File: config.mk
export PLATFORM = sky130hd
export DESIGN_NAME = otp_entry_ctrl
export DESIGN_NICKNAME = d
export VERILOG_FILES = /design/src/rtl/otp_entry_ctrl.sv
export SDC_FILE = /design/constraint.sdc
export NUM_CORES = 1
export LEC_CHECK = 0
export ABC_AREA = 0
export CAP_MARGIN = 20
export CORE_MARGIN = 2
export CORE_UTILIZATION = 55
export DETAILED_ROUTE_END_ITERATION = 8
export PLACE_DENSITY = 0.7
export SLEW_MARGIN = 40
export SYNTH_ARGS = -nofsm -noshare
export SYNTH_HDL_FRONTEND = slang
export SYNTH_SLANG_ARGS = --single-unit
File: constraint.sdc
create_clock -name clk -period 5.5 [get_ports clk]
set_input_delay 0.55 -clock clk [delete_from_list [all_inputs] [get_ports clk]]
set_output_delay 0.55 -clock clk [all_outputs]
set_load 0.05 [all_outputs]
File: src/rtl/otp_entry_ctrl.sv
`default_nettype none
// ============================================================================
// Module   : otp_entry_ctrl
// Brief    : Two-button one-time-pad entry: message and key letters are typed,
//            then streamed out one combined letter per cycle.
//            Optional macro OTP_DECRYPT_EN adds mode_dec (subtract the key).
// Revision : 1.0 - initial release
// ============================================================================
module otp_entry_ctrl #(
  parameter int MSG_LEN = 4
) (
  input  logic       clk,
  input  logic       rst,
  input  logic       inc_btn,
  input  logic       commit_btn,
`ifdef OTP_DECRYPT_EN
  input  logic       mode_dec,
`endif
  output logic [4:0] letter_sel,
  output logic [1:0] phase,
  output logic [3:0] idx,
  output logic       result_valid,
  output logic [4:0] result_letter,
  output logic [3:0] result_idx
);

  typedef enum logic [1:0] {
    S_MSG  = 2'd0,
    S_KEY  = 2'd1,
    S_CALC = 2'd2,
    S_DONE = 2'd3
  } state_t;

  localparam logic [3:0] c_LAST_IDX    = 4'(MSG_LEN - 1);
  localparam logic [4:0] c_LAST_LETTER = 5'd25;

  state_t     r_state, w_state_nx;
  logic [4:0] r_letter, w_letter_nx;
  logic [3:0] r_idx, w_idx_nx;
  logic       r_inc_q, r_com_q;
  logic       w_inc_edge, w_com_edge;
  logic       w_wr_msg, w_wr_key;
  logic [4:0] r_msg_buf [16];
  logic [4:0] r_key_buf [16];
  logic [5:0] w_sum;
  logic [4:0] w_enc;
  logic [4:0] w_res;
  logic       w_show;

  // History simply tracks the levels every cycle, so reset also preloads it
  // and a button held through reset produces no edge afterwards.
  always_ff @(posedge clk) begin
    r_inc_q <= inc_btn;
    r_com_q <= commit_btn;
  end

  assign w_inc_edge = inc_btn & ~r_inc_q;
  assign w_com_edge = commit_btn & ~r_com_q;

  always_ff @(posedge clk) begin
    if (rst) begin
      r_state  <= S_MSG;
      r_letter <= 5'd0;
      r_idx    <= 4'd0;
    end else begin
      r_state  <= w_state_nx;
      r_letter <= w_letter_nx;
      r_idx    <= w_idx_nx;
    end
  end

  always_comb begin
    w_state_nx  = r_state;
    w_letter_nx = r_letter;
    w_idx_nx    = r_idx;
    w_wr_msg    = 1'b0;
    w_wr_key    = 1'b0;
    case (r_state)
      S_MSG, S_KEY: begin
        // Commit takes priority; a simultaneous inc edge is dropped.
        if (w_com_edge) begin
          w_wr_msg    = (r_state == S_MSG);
          w_wr_key    = (r_state == S_KEY);
          w_letter_nx = 5'd0;
          if (r_idx == c_LAST_IDX) begin
            w_idx_nx   = 4'd0;
            w_state_nx = (r_state == S_MSG) ? S_KEY : S_CALC;
          end else begin
            w_idx_nx = r_idx + 4'd1;
          end
        end else if (w_inc_edge) begin
          w_letter_nx = (r_letter == c_LAST_LETTER) ? 5'd0 : r_letter + 5'd1;
        end
      end
      S_CALC: begin
        // idx stays on the last position so DONE keeps showing the final result.
        if (r_idx == c_LAST_IDX) begin
          w_state_nx = S_DONE;
        end else begin
          w_idx_nx = r_idx + 4'd1;
        end
      end
      default: begin
        if (w_com_edge) begin
          w_state_nx  = S_MSG;
          w_idx_nx    = 4'd0;
          w_letter_nx = 5'd0;
        end
      end
    endcase
  end

  always_ff @(posedge clk) begin
    if (w_wr_msg) r_msg_buf[r_idx] <= r_letter;
    if (w_wr_key) r_key_buf[r_idx] <= r_letter;
  end

  assign w_sum = {1'b0, r_msg_buf[r_idx]} + {1'b0, r_key_buf[r_idx]};
  assign w_enc = (w_sum >= 6'd26) ? 5'(w_sum - 6'd26) : w_sum[4:0];

`ifdef OTP_DECRYPT_EN
  logic       r_mode;
  logic [5:0] w_diff;
  logic [4:0] w_dec;

  always_ff @(posedge clk) begin
    if (rst) begin
      r_mode <= 1'b0;
    end else if (r_state == S_KEY && w_com_edge && r_idx == c_LAST_IDX) begin
      r_mode <= mode_dec;
    end
  end

  // Bit 5 of the 6-bit difference is the borrow; add 26 back when set.
  assign w_diff = {1'b0, r_msg_buf[r_idx]} - {1'b0, r_key_buf[r_idx]};
  assign w_dec  = w_diff[5] ? 5'(w_diff + 6'd26) : w_diff[4:0];
  assign w_res  = r_mode ? w_dec : w_enc;
`else
  assign w_res  = w_enc;
`endif

  assign w_show        = (r_state == S_CALC) || (r_state == S_DONE);
  assign letter_sel    = r_letter;
  assign phase         = r_state;
  assign idx           = r_idx;
  assign result_valid  = (r_state == S_CALC);
  assign result_letter = w_show ? w_res : 5'd0;
  assign result_idx    = w_show ? r_idx : 4'd0;

endmodule
`default_nettype wire

==> results by group <==
Route
  – DRC Markers: 0
  – DR pass1 iterations: 6
  – Drt wl/cell: 22.6 um
  – Vias: about 3700
  – Avg Vias per Cell: between 5 and 6
  – Initial DRC count: roughly 330
  – Detailed Route WL: approximately 14000 um
  – DRT antenna net count: 0

Timing
  – RSZ-0062 raised after global routing: no
  – Final min period: 4.93 ns
  – Final setup fails: 0
  – PnR worst setup slack: ~0.57 ns
  – Max Slew Vio Count: 0
  – Fin. Hold Viols: 0
  – Slew of the pin with the lowest slew margin: ~0.77 ns
  – Max Clk Rate: 203 MHz
  – Skew final: between 0.007 and 0.008 ns
  – Fin crit share: 0.896
  – Slew HR: 0.484
  – Setup TNS: 0 ns

Setup path
  – Worst EP required: between 4 and 5 ns
  – Crit path kind: flip-flop to primary output
  – Crit path capture type: primary output
  – CP Launch Type: flip-flop
  – CP Max Fanout: 11
  – Worst Path Arrival: roughly 4.4 ns
  – Flop2flop setup slack: around 3.1 ns

Global routing
  – Overall fraction of global-route tracks in use: 0.217
  – Vias in the first global route: about 3800
  – Largest net degree at the start of global routing: 41
  – First-pass GRT wire length: ~22000 um
  – Initial antenna violation count: 0
  – Overflow after GRT: 0

Cells and area
  – Final instance area: 8460 um2
  – Share of cells above drive strength 1: 0.227
  – Diode count: 0
  – Synthesis-to-layout area growth: 14.1%
  – Fillers: 905
  – Net count reported at finish: about 460

Pwr
  – Pwr Density: around 330 nW/um2
  – Maximum VDD drop: 0.174 mV
  – Total Power: between 2 and 3 mW
  – Leak Pwr: ~2.7 nW

Clocking
  – CTS tree: built
  – Num CTS Buffers: 17
  – Clock Pin Slew Worst Setup and Hold Paths: 0.07 ns
  – Clock tree buffer depth: 2
  – Clk sink count: 177
  – Clk root buf: clkbuf_16
  – Post-CTS Setup Repair Bufs: 0
  – Clk Latency, worst-skew pair: around 0.43 ns
  – Number of H-tree levels: 4

Logic synthesis
  – Mapped Cells: about 400
  – Asr flop ratio synth: 0
  – Mapped cell area: between 7000 and 8000 um2
  – Synth warn: 0
  – Post-synth cell types: 44
  – Sequential fraction of the synthesis area: 0.694
  – Avg Inst Size Synth: 18.3 um2
  – EDFF count, synth: 160
  – Register bit total from synthesis: approximately 180
  – Synth Flop Type: edfxtp_1
  – Synth Net Count: 426

Job
  – Max cap viols: 0

Outcome
  – Outcome: completed

Placed design
  – Placer Congestion: 0.904
  – DP Worst Slack: 0.597 ns
  – Cell area after placement: 7890 um2
  – I/O Buffers: 24
  – DP HPWL: 9280 um

Floorplan
  – Width of the die: about 120 um
  – Die area: between 10000 and 15000 um2
  – Initial core utilization: 0.562
  – Chip height: roughly 120 um
  – Row Count: 42
  – Core footprint: roughly 13000 um2
  – I/O Pins: 25

Worst hold path
  – HP Class: flip-flop to flip-flop
-- layout by cell type, fill, tap and decap left out, types with 3 or more instances in the layout --
cell type        instances
clkdlybuf4s50_1         20
nand2_1                  6
mux4_2                  50
mux2i_1                  4
xnor2_1                  5
inv_1                    8
edfxtp_1               160
nor3b_1                  3
or2_2                    3
nand2b_1                 5
clkinv_4                 3
nor2b_1                  4
a21oi_1                  5
nor3_1                   6
nor2_1                  29
inv_6                    7
a211oi_1                 3
dfxtp_1                 15
clkbuf_16               17
buf_4                    9
nand3_1                  3
ha_1                    17
o21ai_0                  6
clkinvlp_4               4
and2_1                  31
-- timing repair --
action | in CTS | in global routing
hold buffers | 0 | 0
setup endpoints to repair | 0 | 1
gates resized for setup | 0 | 1
-- worst paths after layout --
| path | startpoint | to | cells after the start |
|---|---|---|---|
| worst min-delay path | letter_sel[2]$_SDFFE_PP0P_ | letter_sel[2]$_SDFFE_PP0P_ | 2 |
| worst min register to register | letter_sel[2]$_SDFFE_PP0P_ | letter_sel[2]$_SDFFE_PP0P_ | 2 |
| worst max register to register | idx[1]$_SDFFE_PP0P_ | r_key_buf[3][2]$_DFFE_PP_ | 3 |
| worst max-delay path | flip-flop | result_letter[2] | 10 |
-- metal layers --
metal	part of all wire	track usage
met1	0.45	0.320
met2	0.47	0.313
met3	0.061	0.0637
met5	0	0
met4	0.018	0.0757
-- cell type report --
type	count	area (um2)	share of cell area
multi-input combinational	202	2160	0.256
sequential	177	5150	0.608
inverter	10	37.5	0.00444
timing repair buffer	32	320	0.0379
tap	176	220	0.0260
clock buffer	17	425	0.0503
clock inverter	15	148	0.0175
-- critical path, stage by stage, from the launching register on --
cell and delay [ns]:
dfxtp_2 0.52, buf_4 0.32, mux4_2 0.53, mux4_2 0.52, ha_1 0.31, a211oi_1 0.30, nor3b_1 0.15, o22ai_1 0.26
a21boi_1 0.32, mux2_2 0.37, dlymetal6s2s_1 0.31
-- registers in the layout, indices dropped and copies added (netlist names), named ones only --
signal,cells
idx,4
letter_sel,5
phase,2
r_com_q,1
r_inc_q,1
r_key_buf,80
r_msg_buf,80
-- logic make-up after synthesis --
kind of cell | Yosys count | synth area share
flip-flops | 177 | 0.694
AND/OR/NAND/NOR | 98 | 0.0719
multiplexers | 55 | 0.159
AO/OA/AOI/OAI | 25 | 0.0225
buffers and inverters | 25 | 0.0142
adder cells (fa/ha/maj) | 18 | 0.0314
XOR/XNOR | 6 | 0.00709
-- power by group --
| part | leakage, nW | total [mW] | internal, mW | switching, mW |
|---|---|---|---|---|
| logic | 0.848 | 0.148 | 0.0657 | 0.0821 |
| clock network | 0.268 | 1.16 | 0.634 | 0.525 |
| registers | 1.63 | 1.48 | 1.47 | 0.0124 |
| total | 2.74 | 2.79 | 2.17 | 0.620 |
-- Yosys cell counts, drive strengths merged (4+ instances only) --
master,number,area (um2)
mux2i,4,40.0
nor2,29,109
dfxtp,17,340
nor3,6,30.0
xnor2,5,43.8
nand2b,5,31.3
inv,10,37.5
and2,31,194
buf,8,41.3
nor2b,4,25.0
o21ai,6,30.0
a21oi,5,25.0
nand2,6,22.5
edfxtp,160,4800
ha,17,213
mux4,50,1130
clkbuf,7,26.3
-- metrics by stage --
stage	cells	hold WS, ns	utilization
global placement	597	0.568	0.598
global route	629	0.636	0.641
finish	629	0.586	0.641
detailed placement	597	0.579	0.598
CTS	629	0.594	0.641
floorplan	404	0.578	-
No activity file was read; power rests on OpenSTA's default activity.
